<file path="config.mk">
export PLATFORM = sky130hd
export DESIGN_NAME = stopwatch_time_counter_flat
export DESIGN_NICKNAME = d
export VERILOG_FILES = /design/src/rtl/stopwatch_time_counter_if.sv /design/src/rtl/stopwatch_time_counter.sv /design/src/flat_wrapper.sv
export SDC_FILE = /design/constraint.sdc
export NUM_CORES = 1
export LEC_CHECK = 0
export BUFFER_PORTS_ARGS = -buffer_cell sky130_fd_sc_hd__buf_2
export CORE_AREA = 2 2 62 64
export CTS_CLUSTER_DIAMETER = 50
export DETAILED_ROUTE_END_ITERATION = 12
export DIE_AREA = 0 0 64 66
export PLACE_DENSITY = 0.74
export SLEW_MARGIN = 30
export SYNTH_ARGS = -nofsm -noshare
export SYNTH_HDL_FRONTEND = slang
export SYNTH_SLANG_ARGS = --single-unit
</file>
<file path="constraint.sdc">
create_clock -name clk5 -period 2.33 [get_ports clk5]
set_input_delay 0.5825 -clock clk5 [delete_from_list [all_inputs] [get_ports clk5]]
set_output_delay 0.5825 -clock clk5 [all_outputs]
set_load 0.02 [all_outputs]
</file>
<file path="src/rtl/stopwatch_time_counter_if.sv">
// Control pulses into, and display digits/status out of, the stopwatch time counter.
// master drives the control pulses; slave is the counter that drives the display side.
interface stopwatch_time_counter_if;
  logic       pulse10Hz;
  logic       startStop;
  logic       clear;
  logic       lap;
  logic [3:0] tenths;
  logic [3:0] secOnes;
  logic [3:0] secTens;
  logic [3:0] minutes;
  logic       running;
  logic       lapHeld;
  logic       overflow;

  modport master (
    output pulse10Hz, startStop, clear, lap,
    input  tenths, secOnes, secTens, minutes, running, lapHeld, overflow
  );

  modport slave (
    input  pulse10Hz, startStop, clear, lap,
    output tenths, secOnes, secTens, minutes, running, lapHeld, overflow
  );
endinterface

</file>
<file path="src/rtl/stopwatch_time_counter.sv">
// M:SS.t BCD stopwatch counter with run/stop/clear/lap control and lap-hold display snapshot.
// Latency: 1 clk5 from an accepted tick or control pulse to the outputs; no backpressure, inputs are one-cycle pulses.
module stopwatch_time_counter #(
  parameter int MIN_MAX = 9
) (
  input  logic                    clk5,
  input  logic                    reset,
  stopwatch_time_counter_if.slave sw
);

  typedef enum logic [1:0] {
    IDLE    = 2'd0,
    RUNNING = 2'd1,
    STOPPED = 2'd2
  } state_t;

  typedef struct packed {
    logic [3:0] minutes;
    logic [3:0] sec_tens;
    logic [3:0] sec_ones;
    logic [3:0] tenths;
  } bcd_t;

  localparam logic [3:0] MIN_LAST = MIN_MAX[3:0];

  state_t state;
  bcd_t   live;
  bcd_t   snap;
  bcd_t   live_inc;
  logic   wrap;
  logic   running;
  logic   lap_held;
  logic   overflow;

  // One-tenth increment with full ripple; wrap flags the MIN_MAX:59.9 -> 0:00.0 rollover.
  always_comb begin
    live_inc = live;
    wrap     = 1'b0;
    if (live.tenths != 4'd9) begin
      live_inc.tenths = live.tenths + 4'd1;
    end else begin
      live_inc.tenths = 4'd0;
      if (live.sec_ones != 4'd9) begin
        live_inc.sec_ones = live.sec_ones + 4'd1;
      end else begin
        live_inc.sec_ones = 4'd0;
        if (live.sec_tens != 4'd5) begin
          live_inc.sec_tens = live.sec_tens + 4'd1;
        end else begin
          live_inc.sec_tens = 4'd0;
          if (live.minutes != MIN_LAST) begin
            live_inc.minutes = live.minutes + 4'd1;
          end else begin
            live_inc.minutes = 4'd0;
            wrap             = 1'b1;
          end
        end
      end
    end
  end

  always_ff @(posedge clk5 or negedge reset) begin
    if (!reset) begin
      state    <= IDLE;
      live     <= '0;
      snap     <= '0;
      running  <= 1'b0;
      lap_held <= 1'b0;
      overflow <= 1'b0;
    end else if (sw.clear) begin
      // clear outranks everything, including a coincident tick
      state    <= IDLE;
      live     <= '0;
      snap     <= '0;
      running  <= 1'b0;
      lap_held <= 1'b0;
      overflow <= 1'b0;
    end else begin
      // Tick gated by the current state, so a start edge drops its tick and a stop edge keeps it.
      if (state == RUNNING && sw.pulse10Hz) begin
        live <= live_inc;
        if (wrap) overflow <= 1'b1;
      end

      if (sw.startStop) begin
        case (state)
          IDLE, STOPPED: begin
            state   <= RUNNING;
            running <= 1'b1;
          end
          RUNNING: begin
            state   <= STOPPED;
            running <= 1'b0;
          end
          default: begin
            state   <= IDLE;
            running <= 1'b0;
          end
        endcase
      end else if (sw.lap && state == RUNNING) begin
        if (!lap_held) begin
          snap     <= live;
          lap_held <= 1'b1;
        end else begin
          lap_held <= 1'b0;
        end
      end
    end
  end

  assign sw.tenths   = lap_held ? snap.tenths   : live.tenths;
  assign sw.secOnes  = lap_held ? snap.sec_ones : live.sec_ones;
  assign sw.secTens  = lap_held ? snap.sec_tens : live.sec_tens;
  assign sw.minutes  = lap_held ? snap.minutes  : live.minutes;
  assign sw.running  = running;
  assign sw.lapHeld  = lap_held;
  assign sw.overflow = overflow;

endmodule
</file>
<file path="src/flat_wrapper.sv">
// flat-port wrapper written by rule: the top's interface ports become plain ports
module stopwatch_time_counter_flat 
#(
  parameter int MIN_MAX = 9
)
  (clk5, reset, sw_pulse10Hz, sw_startStop, sw_clear, sw_lap, sw_tenths, sw_secOnes, sw_secTens, sw_minutes, sw_running, sw_lapHeld, sw_overflow);
  stopwatch_time_counter_if sw_i ();
  input  logic clk5;
  input  logic reset;
  input wire logic [$bits(sw_i.pulse10Hz)-1:0] sw_pulse10Hz;
  input wire logic [$bits(sw_i.startStop)-1:0] sw_startStop;
  input wire logic [$bits(sw_i.clear)-1:0] sw_clear;
  input wire logic [$bits(sw_i.lap)-1:0] sw_lap;
  output wire logic [$bits(sw_i.tenths)-1:0] sw_tenths;
  output wire logic [$bits(sw_i.secOnes)-1:0] sw_secOnes;
  output wire logic [$bits(sw_i.secTens)-1:0] sw_secTens;
  output wire logic [$bits(sw_i.minutes)-1:0] sw_minutes;
  output wire logic [$bits(sw_i.running)-1:0] sw_running;
  output wire logic [$bits(sw_i.lapHeld)-1:0] sw_lapHeld;
  output wire logic [$bits(sw_i.overflow)-1:0] sw_overflow;
  assign sw_i.pulse10Hz = sw_pulse10Hz;
  assign sw_i.startStop = sw_startStop;
  assign sw_i.clear = sw_clear;
  assign sw_i.lap = sw_lap;
  assign sw_tenths = sw_i.tenths;
  assign sw_secOnes = sw_i.secOnes;
  assign sw_secTens = sw_i.secTens;
  assign sw_minutes = sw_i.minutes;
  assign sw_running = sw_i.running;
  assign sw_lapHeld = sw_i.lapHeld;
  assign sw_overflow = sw_i.overflow;
  stopwatch_time_counter #(.MIN_MAX(MIN_MAX)) u_core (.clk5(clk5), .reset(reset), .sw(sw_i));
endmodule
</file>
After elaboration in Yosys (flattened, before gate mapping)
Index checks and enable logic that the tools add are counted.
{"block": "word_totals", "register_bits": 37, "inputBits": 6, "elab_cells": 75}
{"block": "op_classes", "n_addsub": 4, "eq_ne": 11, "mux": 34, "reduce_logical": 14}
{"op": "$mux W16", "n": 6}
{"op": "$mux W4", "n": 9}
{"op": "$add A4 B1 Y4 const B", "n": 4}
{"op": "$mux W1", "n": 14}
{"op": "$mux W12", "n": 1}
{"op": "$ne A4 B4 Y1 const B", "n": 3}
{"op": "$mux W8", "n": 1}
{"op": "$ne A2 B2 Y1 const B", "n": 4}
{"op": "$reduce_bool A2 Y1", "n": 4}
{"op": "$reduce_and A2 Y1", "n": 3}
{"op": "$reduce_and A3 Y1", "n": 2}
{"op": "$mux W2", "n": 2}
{"op": "$ne A4 B3 Y1 const B", "n": 1}
{"op": "$pmux W2 S2", "n": 1}
{"op": "$reduce_and A4 Y1", "n": 1}
{"op": "$eq A2 B1 Y1 const B", "n": 1}
{"op": "$eq A2 B2 Y1 const B", "n": 1}
{"op": "$logic_and A1 B1 Y1", "n": 2}
{"op": "$logic_not A2 Y1", "n": 1}
{"op": "$ne A2 B1 Y1 const B", "n": 1}
{"op": "$reduce_or A2 Y1", "n": 1}

Logic depth before layout (Yosys ltp)
Gate-level depths: netlist (run 1).
{"block": "depth", "ltp_word": 8, "ltp_mapped": 7}

Worst setup path before layout (run 1)
OpenSTA, ideal clock, no wires.
{"block": "synth_path", "path_type": "flip-flop to output port", "from": "reg u_core.lap_held, in the netlist u_core.sw.lapHeld", "to": "out sw_minutes[0]", "arrival_ns": 1.287, "required_ns": 1.747, "slack_ns": 0.460, "stages_incl_launch_ff": 3, "n_path_buf": 1, "cell_sequence": "dfrtp_1 clkbuf_1 mux2_2"}
{"block": "synth_via", "elab_chain_len": 1}
{"element": "start, declared", "line": "stopwatch_time_counter.sv:32", "rtl": "logic lap_held;"}
{"element": "start signal, assigned", "line": "stopwatch_time_counter.sv:68", "rtl": "lap_held <= 1'b0;"}
{"element": "start signal, assigned", "line": "stopwatch_time_counter.sv:76", "rtl": "lap_held <= 1'b0;"}
{"element": "start signal, assigned", "line": "stopwatch_time_counter.sv:103", "rtl": "lap_held <= 1'b1;"}
{"element": "$mux W4", "line": "stopwatch_time_counter.sv:114", "rtl": "assign sw.minutes = lap_held ? snap.minutes : live.minutes;"}
{"element": "end, declared", "line": "flat_wrapper.sv:17", "rtl": "output wire logic [$bits(sw_i.minutes)-1:0] sw_minutes;"}
Every way passes these cells.

Worst setup path in the final report (run 1)
{"block": "layout_path", "from": "reg u_core.lap_held, in the netlist u_core.sw.lapHeld", "to": "out sw_tenths[3]"}
{"block": "layout_via", "elab_chain_len": 1}
{"element": "$mux W4", "line": "stopwatch_time_counter.sv:111", "rtl": "assign sw.tenths = lap_held ? snap.tenths : live.tenths;"}
{"element": "end, declared", "line": "flat_wrapper.sv:14", "rtl": "output wire logic [$bits(sw_i.tenths)-1:0] sw_tenths;"}
Every way passes these cells.

==> results of run 1 <==
==> worst min-delay path by stage <==
stage	start	end	depth (start not counted)
after floorplan	reset	u_core.live[0]	0
after global placement	u_core.sw.overflow	u_core.sw.overflow	2
after detailed placement	u_core.sw.overflow	u_core.sw.overflow	2
after CTS	reset	u_core.live[10]	1
after global routing	reset	u_core.snap[9]	1
final	reset	u_core.live[10]	1
==> power by group through the flow <==
stage | combinational [W] | sequential (W) | clock, W
detailed placement | 0.000126 | 0.000665 | 0
CTS | 0.000127 | 0.000653 | 0.000348
finish | 0.000124 | 0.000653 | 0.000340
global placement | 0.000124 | 0.000663 | 0
floorplan | 0.0000842 | 0.000665 | 0
global route | 0.000139 | 0.000656 | 0.000379
==> cell families (layout without fill, tap and decap cells) <==
| group | count (synthesis) | count (layout) |
|---|---|---|
| fa+ha+maj | 8 | 8 |
| mux | 28 | 28 |
| xor+xnor | 2 | 2 |
| simple gates | 64 | 64 |
| compound gates | 35 | 35 |
| flops | 36 | 36 |
| buf+inv | 18 | 43 |
==> per-stage QoR <==
stage | std cells | setup WS [ns] | area [µm²] | hold WS (ns)
2_1_floorplan | 191 | 0.460 | 1970 | 0.287
3_3_place_gp | 256 | 0.543 | 2110 | 0.488
3_5_place_dp | 256 | 0.446 | 2110 | 0.499
4_1_cts | 264 | 0.303 | 2170 | 0.337
5_1_grt | 264 | 0.237 | 2170 | 0.370
6_report | 264 | 0.321 | 2170 | 0.309
==> flip-flops by register name, summed over array words and instances, names as in the netlist <==
name                cells
u_core.live            16
u_core.snap            16
u_core.state            1
u_core.sw.lapHeld       1
u_core.sw.overflow      1
u_core.sw.running       1
==> cells in the final DEF, fill, tap and decap left out, drive strengths merged, types with 2 or more instances in the layout <==
master | Yosys | final
nand3 | 4 | 4
mux2i | 16 | 16
nand2 | 11 | 11
inv | 7 | 7
buf | 6 | 28
and3b | 5 | 5
nor2 | 23 | 23
nand2b | 4 | 4
ha | 8 | 8
clkbuf | 5 | 8
dfrtp | 36 | 36
or3 | 2 | 2
mux2 | 12 | 12
o41ai | 2 | 2
a21oi | 8 | 8
nor3 | 5 | 5
o21ai | 21 | 21
==> routing by layer <==
layer / vias to the layer above / wire, µm
met1: 706 / 1630
met2: 19 / 1850
met4: 0 / 49
met3: 5 / 136
li1: 715 / -
met5: - / 0
==> worst reg2reg max path, stage by stage (launching register included) <==
cell	delay (ns)
dfrtp_1	0.49
ha_1	0.18
and3b_1	0.38
a31oi_4	0.21
or4_1	0.51
o21ai_1	0.11
==> layout make-up <==
type                            count  area (µm²)  share of cell area
Clock buffer                        8        58.8              0.0271
Inverter                            7        26.3              0.0121
Sequential cell                    36         901               0.415
Tap cell                           48        60.1              0.0277
Timing Repair Buffer               28         150              0.0692
Multi-Input combinational cell    137         972               0.448
==> cell usage after synthesis, drive strengths merged <==
library cell  number
a21o               1
a21oi              8
a31oi              1
and2b              1
and3b              5
and4               1
buf                6
clkbuf             5
dfrtp             36
ha                 8
inv                7
mux2              12
mux2i             16
nand2             11
nand2b             4
nand3              4
nand3b             1
nand4              1
nand4b             1
nor2              23
nor3               5
nor3b              1
nor4               1
o211ai             1
o21ai             21
o31ai              1
o41ai              2
or2                1
or3                2
or4                1
or4b               1
xnor2              1
xor2               1
==> reports/results.ini, run 1 <==
[synthesis]
synth_compound_area_frac = 0.111
ys_warn_count = 0
synth.area.top_cells = dfrtp_1 46%, mux2i_1 8.1%, mux2_2 6.9%
synth_nets = 205
synth_simple_gate_area_frac = 0.170
ys_seq_area_frac = 0.457
yosys_register_bits = 36
post_synth_xor_area_fraction = 0.00889
muxShareOfSynthArea = 0.150
synthCells = 191
synth.distinct_cells = 39
synth_top_area_frac = 0.457
synth_area_per_cell_um2 = 10.3
synth_top_family_by_area = simple AND/OR/NAND/NOR gates
synth_area_um2 = 1970
synth_top_area_cell = dfrtp_1
synthAdderAreaFrac = 0.0508

[placement]
port_buffers = 24
place_hpwl_um = 2650
gp_congestion = 0.844

[die]
core-area_um2 = 3550
io_pins = 25
initial_utilization = 0.555
die_h_um = 66
row_count = 22
die_area_um2 = 4220
die_w_um = 64

[route]
dr_total_vias = 1445
ant_nets = 0
viasPerCell = 5.47
wire_per_inst_um = 13.9
wirelength_um = 3670
drt_iter0_drc = 59
dr.pass1.iters = 4
drc_errors = 0

[clocking]
cts_buffers = 5
clock-sinks = 36
cts_tree = done
cts_root_buf = clkbuf_4
clockBufferDepth = 2
clk_latency_ns = 0.34
cts_max_level = 2
cts_resized = 0
ctsHoldBuffers = 0
clk_pin_slew_ns = 0.10
postCtsSetupBuffers = 0

[cells_and_area]
finish.utilization = 0.611
fin_nets = 229
fillerInstances = 299
drive_gt1_frac = 0.250
area_growth_pct = 10.0
diodes = 0

[power_and_ir_drop]
pwr-share-seq = 0.585
p_total_w = 0.00112
p_switching_w = 0.000286
peakVddDrop_v = 0.000306
swShare = 0.256
power.internal_w = 0.000831
p_comb_frac = 0.111
pwr-share-clk = 0.304
powerDensity_nw_per_um2 = 515
p_leak_nw = 1.00

[sta]
min_period_ns = 2.01
hold_viol = 0
fin_setup_tns_ns = 0
max_clock_freq_mhz = 498
fin_crit_sh = 0.862
drv_slew = 0
rsz0062_at_grt = no
relSlewSlack = 0.489
worstMarginPinSlew_ns = 0.767
skew_ns = 0.00861
setup_violations = 0

[grt]
grt_max_degree = 37
grt_pass1_wl_um = 6340
use_met2 = 0.352
grt_pass1_vias = 1382
met3_usage = 0.0562
grtUsageTotal = 0.198
grt_use_met1 = 0.225
grt_most_used_layer = met2
grt_overflow = 0
grt_antenna_before_repair = 0

[worst_setup_path]
r2r_slack_ns = 0.40
r2r_cells = 5
cp.required_ns = 1.75
worst_setup_path_start_kind = flop
critPathTopFamily = buffers and inverters
cp_slowest_stage_delay_ns = 0.36
worst_ep_arrival_time_ns = 1.43
worstSetupPathType = reg2out
cp_max_fo = 15
cp_num_cells = 3
reg2reg_to = u_core.live[11]
critPathCapture = sw_tenths[3]
crit_slowest_cell = dfrtp_1
path_buf_inv = 2
cp-end-kind = output pin
startpoint = u_core.sw.lapHeld
rr_startpoint = u_core.live[0]
path_cells = buf_4 > mux2_2 > buf_2

[min_path]
hold_class = in2async

[job]
max-cap-violations = 0

[run_status]
outcome = finished clean

Note: power is estimated with default switching activity, not from simulation.
==> run 2, diff against run 1 <==
--- a/config.mk
+++ b/config.mk
@@ -5,6 +5,7 @@
 export SDC_FILE = /design/constraint.sdc
 export NUM_CORES = 1
 export LEC_CHECK = 0
+export ABC_AREA = 1
 export BUFFER_PORTS_ARGS = -buffer_cell sky130_fd_sc_hd__buf_2
 export CORE_AREA = 2 2 62 64
 export CTS_CLUSTER_DIAMETER = 50
==> run 2 against run 1 <==
Compared with the run above:
- worst setup slack improved by 0.072 ns
- combinational power increased by 130%
- via count up 20%
- largest cell class unchanged
- highest routed layer unchanged
==> reports/results.ini, run 2 <==
[synthesis]
synthCells = 250  ; was 191
ys_seq_area_frac = 0.457  ; about the same
synth-edff-count = 0  ; unchanged
synth.area.top_cells = dfrtp_1 46%, nand2_1 12%, o21ai_0 9.4%  ; was dfrtp_1 46%, mux2i_1 8.1%, mux2_2 6.9%
synth_nets = 264  ; was 205
synth_common_cells = 64 x nand2_1, 37 x o21ai_0, 36 x dfrtp_1  ; was 36 x dfrtp_1, 23 x nor2_1, 19 x o21ai_0
synth_top_area_cell = dfrtp_1  ; unchanged
synth_area_um2 = 1970  ; about the same
yosys_register_bits = 36  ; unchanged
synth_area_per_cell_um2 = 7.88  ; was 10.3 µm²
synth_top_area_frac = 0.457  ; about the same
async_flop_share = 1.00  ; unchanged
synthMostInstantiatedCell = nand2_1  ; was dfrtp_1
synth.distinct_cells = 26  ; was 39
synthFlopType = dfrtp_1  ; unchanged
ys_warn_count = 0  ; unchanged

[clocking]
postCtsSetupBuffers = 0  ; unchanged
cts_max_level = 2  ; unchanged
clock-sinks = 36  ; unchanged
cts_root_buf = clkbuf_4  ; unchanged
cts_resized = 0  ; unchanged
clk_pin_slew_ns = 0.10  ; about the same
cts_tree = done  ; unchanged
clk_latency_ns = 0.33  ; was 0.34 ns
clockBufferDepth = 2  ; unchanged
cts_buffers = 5  ; unchanged
ctsHoldBuffers = 0  ; unchanged

[worst_setup_path]
cp_max_fo = 35  ; was 15
worst_setup_path_start_kind = flop  ; unchanged
cp.required_ns = 1.75  ; about the same
crit_slowest_cell = dfrtp_1  ; unchanged
cp-end-kind = output pin  ; unchanged
worstSetupPathType = reg2out  ; unchanged
worst_ep_arrival_time_ns = 1.35  ; was 1.43 ns
cp_slowest_stage_delay_ns = 0.37  ; was 0.36 ns
path_cells = buf_4 > o21ai_0 > buf_2  ; was buf_4 > mux2_2 > buf_2

[die]
die_h_um = 66  ; unchanged
io_pins = 25  ; unchanged
die_w_um = 64  ; unchanged
initial_utilization = 0.555  ; about the same
core-area_um2 = 3550  ; unchanged
die_area_um2 = 4220  ; unchanged
row_count = 22  ; unchanged

[sta]
setup_violations = 0  ; unchanged
worstMarginPinSlew_ns = 0.805  ; was 0.767 ns
relSlewSlack = 0.464  ; was 0.489
max_clock_freq_mhz = 516  ; was 498 MHz
drv_slew = 0  ; unchanged
timing.hold.ws_ns = 0.327  ; was 0.309 ns
fin_crit_sh = 0.831  ; was 0.862
skew_ns = 0.00443  ; was 0.00861 ns
rsz0062_at_grt = no  ; unchanged
hold_viol = 0  ; unchanged
fin_setup_tns_ns = 0  ; unchanged
min_period_ns = 1.94  ; was 2.01 ns

[job]
max-cap-violations = 0  ; unchanged

[grt]
grt_antenna_before_repair = 0  ; unchanged
grtUsageTotal = 0.223  ; was 0.198
grt_max_degree = 37  ; unchanged
grt_pass1_vias = 1614  ; was 1382
grt_overflow = 0  ; unchanged
grt_pass1_wl_um = 7290  ; was 6340 µm

[route]
viasPerCell = 5.35  ; was 5.47
dr_total_vias = 1732  ; was 1445
dr.pass1.iters = 4  ; unchanged
wire_per_inst_um = 12.7  ; was 13.9 µm
drc_errors = 0  ; unchanged
drt_iter0_drc = 163  ; was 59
ant_nets = 0  ; unchanged
wirelength_um = 4120  ; was 3670 µm

[cells_and_area]
diodes = 0  ; unchanged
drive_gt1_frac = 0.167  ; was 0.250
layout_commonest_cell = nand2_1  ; was dfrtp_1
area_growth_pct = 11.4  ; was 10.0%
reg.largest.list = u_core.live x16, u_core.snap x16  ; unchanged
fin_nets = 290  ; was 229
layout_common_cells = 64 x nand2_1, 37 x o21ai_0, 36 x dfrtp_1  ; was 36 x dfrtp_1, 24 x buf_2, 23 x nor2_1

[power_and_ir_drop]
p_leak_nw = 1.11  ; was 1.00 nW
peakVddDrop_v = 0.000351  ; was 0.000306 V
p_total_w = 0.00136  ; was 0.00112 W
powerDensity_nw_per_um2 = 621  ; was 515 nW/µm²

[placement]
port_buffers = 24  ; unchanged
gp_congestion = 0.809  ; was 0.844
place_hpwl_um = 2920  ; was 2650 µm

[min_path]
hold_class = in2async  ; unchanged

[run_status]
outcome = finished clean  ; unchanged

-- run 2: changes by cell type after synthesis, moves of 3 or more --
cell      before  now
inv_1          7   24
nand2_1       11   64
nand2b_1       4    0
a21oi_1        7    4
nand2_2        0    4
nand3_1        4   32
nor3_1         5    0
mux2_2        12    0
mux2i_1       16    0
o21ai_0       19   37
buf_6          4    1
and3b_1        4    0
nor2_1        23   13
-- run 2: worst max-delay path, delay by kind of cell (launching register included) --
family                 cells  cell delay, ns
AO/OA/AOI/OAI              1            0.23
buffers and inverters      2            0.42
flip-flops                 1            0.37
-- run 2: final cells by class --
type,count,area (µm²)
Fill cell,329,1360
Tap cell,48,60.1
Sequential cell,36,901
Multi-Input combinational cell,180,928
Clock buffer,7,65.1
Timing Repair Buffer,27,143
Inverter,26,97.6
-- run 2: path summary, 6_finish.rpt --
kind | endpoint | cells after the start | startpoint | slack, ns
max | sw_minutes[2] | 3 | u_core.sw.lapHeld | 0.39
min | u_core.live[2] | 1 | reset | 0.33
max reg2reg | u_core.live[11] | 9 | u_core.live[1] | 0.72
min reg2reg | u_core.state[1] | 2 | u_core.state[1] | 0.49
max in group asynchronous | u_core.live[11] | 1 | reset | 1.49
min in group clk5 | u_core.state[1] | 2 | u_core.state[1] | 0.49
-- run 2: cells by family after synthesis --
group / count (synthesis) / share of synthesized area
simple gates: 124 / 0.292
compound gates: 45 / 0.115
flops: 36 / 0.457
buf+inv: 34 / 0.0711
fa+ha+maj: 8 / 0.0508
xor+xnor: 3 / 0.0133
-- run 2: layer usage --
layer	vias up	global-route usage	wire length, µm
li1	865	-	-
met1	810	0.281	1880
met2	51	0.375	1930
met3	6	0.0579	253
met4	0	0.0734	53
met5	-	0	0
-- run 2: power by group --
part | internal, W | switching, W
sequential | 0.000663 | 0.0000524
combinational | 0.0000908 | 0.000190
clock | 0.000171 | 0.000195
-- run 2: per-stage QoR --
stage / instance area, µm² / std cells / utilization / worst slack (ns)
after floorplan: 1970 / 250 / - / 0.534
after global placement: 2130 / 317 / 0.600 / 0.553
after detailed placement: 2130 / 317 / 0.600 / 0.492
after global routing: 2190 / 324 / 0.618 / 0.246
final: 2190 / 324 / 0.618 / 0.393
after CTS: 2190 / 324 / 0.618 / 0.378
==> run 3, diff against run 2 <==
--- a/config.mk
+++ b/config.mk
@@ -7,11 +7,11 @@
 export LEC_CHECK = 0
 export ABC_AREA = 1
 export BUFFER_PORTS_ARGS = -buffer_cell sky130_fd_sc_hd__buf_2
-export CORE_AREA = 2 2 62 64
+export CORE_AREA = 2 2 66 68
 export CTS_CLUSTER_DIAMETER = 50
 export DETAILED_ROUTE_END_ITERATION = 12
-export DIE_AREA = 0 0 64 66
-export PLACE_DENSITY = 0.74
+export DIE_AREA = 0 0 68 70
+export PLACE_DENSITY = 0.69
 export SLEW_MARGIN = 30
 export SYNTH_ARGS = -nofsm -noshare
 export SYNTH_HDL_FRONTEND = slang
==> constraint.sdc (replaced) <==
create_clock -name clk5 -period 1.6 [get_ports clk5]
set_input_delay 0.4 -clock clk5 [delete_from_list [all_inputs] [get_ports clk5]]
set_output_delay 0.4 -clock clk5 [all_outputs]
set_load 0.02 [all_outputs]
==> run 3 against run 2 <==
Compared with the run above:
- sequential power up 47%
- wire length up 5.9%
- worst setup slack worse by 0.39 ns
- global-route usage down 0.99 points
- combinational power up 80%
- clock power up 120%
- register-to-register slack worse by 0.58 ns
- cell count up 5.2%
- count of clock-buffer cells in the layout down 1
- sequential share of layout area down 4.1 points
- critical path depth unchanged
- via count down 0.98%
- critical path type unchanged
- largest power group unchanged
==> reports/results.ini, run 3 (synthesized netlist as in run 2, its figures left out) <==
[grt]
grt_pass1_vias = 1655  ; was 1614
grt_pass1_wl_um = 7690  ; was 7290 µm
grt_overflow = 0  ; unchanged
grt_antenna_before_repair = 0  ; unchanged
grt_max_degree = 24  ; was 37
grtUsageTotal = 0.213  ; was 0.223

[run_status]
outcome = finished clean  ; unchanged

[cells_and_area]
reg.largest.list = u_core.live x16, u_core.snap x16  ; unchanged
drive_gt1_frac = 0.225  ; was 0.167
fin_nets = 302  ; was 290
layout_common_cells = 63 x nand2_1, 35 x dfrtp_1, 30 x nand3_1  ; was 64 x nand2_1, 37 x o21ai_0, 36 x dfrtp_1
fin_area_um2 = 2440  ; was 2190 µm²
diodes = 0  ; unchanged
area_growth_pct = 23.8  ; was 11.4%
layout_commonest_cell = nand2_1  ; unchanged

[route]
wirelength_um = 4370  ; was 4120 µm
viasPerCell = 5.03  ; was 5.35
wire_per_inst_um = 12.8  ; was 12.7 µm
wl_met3_um = 170  ; was 253 µm
drt_iter0_drc = 141  ; was 163
ant_nets = 0  ; unchanged
dr_total_vias = 1715  ; was 1732
highest_layer = met4  ; unchanged
dr.pass1.iters = 4  ; unchanged
drc_errors = 0  ; unchanged
wl_met1_um = 1970  ; was 1880 µm
wl_met2_um = 2150  ; was 1930 µm

[sta]
relSlewSlack = 0.721  ; was 0.464
timing.hold.ws_ns = 0.0328  ; was 0.327 ns
fin_crit_sh = 0.996
max_clock_freq_mhz = 627
fin_setup_tns_ns = 0  ; unchanged
min_period_ns = 1.59
setup_violations = 0  ; unchanged
skew_ns = 0.00455  ; was 0.00443 ns
hold_viol = 0  ; unchanged
worstMarginPinSlew_ns = 0.418  ; was 0.805 ns
drv_slew = 0  ; unchanged
rsz0062_at_grt = yes  ; was no

[die]
core-area_um2 = 4140  ; was 3550 µm²
io_pins = 25  ; unchanged
die_h_um = 70  ; was 66 µm
row_count = 24  ; was 22
die_w_um = 68  ; was 64 µm
die_area_um2 = 4760  ; was 4220 µm²
initial_utilization = 0.475  ; was 0.555

[power_and_ir_drop]
peakVddDrop_v = 0.000518  ; was 0.000351 V
p_leak_nw = 1.21  ; was 1.11 nW
p_total_w = 0.00234  ; was 0.00136 W
powerDensity_nw_per_um2 = 959  ; was 621 nW/µm²

[clocking]
clk_pin_slew_ns = 0.07  ; was 0.10 ns
cts_max_level = 2  ; unchanged
clock-sinks = 36  ; unchanged
ctsHoldBuffers = 0  ; unchanged
cts_tree = done  ; unchanged
cts_buffers = 5  ; unchanged
cts_root_buf = clkbuf_8  ; was clkbuf_4
clk_latency_ns = 0.29  ; was 0.33 ns
clockBufferDepth = 2  ; unchanged

[worst_setup_path]
worst_ep_arrival_time_ns = 1.19  ; was 1.35 ns
worst_setup_path_start_kind = flop  ; unchanged
cp-end-kind = output pin  ; unchanged
worstSetupPathType = reg2out  ; unchanged
cp_max_fo = 23  ; was 35
cp.required_ns = 1.20  ; was 1.75 ns

[job]
max-cap-violations = 0  ; unchanged

[placement]
place_hpwl_um = 3140  ; was 2920 µm
dpl-instance-area_um2 = 2220  ; was 2130 µm²
gp_congestion = 0.874  ; was 0.809
port_buffers = 24  ; unchanged

[min_path]
hold_class = in2async  ; unchanged

run 3: metal layers:
layer	vias up	global-route usage
met1	793	0.278
met3	6	0.0531
met4	0	0.0733
li1	885	-
met5	-	0
met2	31	0.341
run 3: report_power, final:
part / switching (W) / internal [W]
registers: 0.0000784 / 0.000967
clock network: 0.000327 / 0.000462
logic: 0.000294 / 0.000209
total: 0.000700 / 0.00164
run 3: repair_timing:
action | 4_1_cts | 5_1_grt
resized for setup | 20 | 23
buffers inserted | 1 | 3
endpoints found under the setup margin | 15 | 24
pin swaps | 0 | 2
cloned | 0 | 0
run 3: layout make-up:
| cell class | instances | area, µm² |
|---|---|---|
| clock buffers | 6 | 72.6 |
| clock inverters | 2 | 35.0 |
| fillers | 395 | 1710 |
| inverters | 26 | 97.6 |
| multi-input cells | 180 | 957 |
| flip-flops and latches | 36 | 902 |
| well taps | 52 | 65.1 |
| repair buffers | 39 | 309 |
run 3: path summary, 6_finish.rpt:
check	slack (ns)	cells after the start	startpoint	endpoint
min in group clk5	0.38	2	sw_clear	u_core.sw.overflow
hold / removal	0.03	1	reset	u_core.snap[6]
setup reg to reg	0.14	8	u_core.live[5]	u_core.live[8]
max in group asynchronous	1.12	2	reset	u_core.live[13]
setup / recovery	0.006	3	u_core.sw.lapHeld	sw_minutes[1]
hold reg to reg	0.51	2	u_core.state[1]	u_core.state[1]
run 3: worst max-delay path, cell delays in order (launching register included):
cell	delay, ns
dfrtp_1	0.42
buf_12	0.17
o21ai_1	0.15
buf_4	0.16
run 3: per-stage QoR:
step / worst slack [ns] / cells / util
global placement: 0.115 / 329 / 0.536
CTS: -0.00681 / 338 / 0.566
finish: 0.00583 / 341 / 0.588
global route: -0.0637 / 341 / 0.588
floorplan: -0.0139 / 250 / -
detailed placement: 0.105 / 329 / 0.536
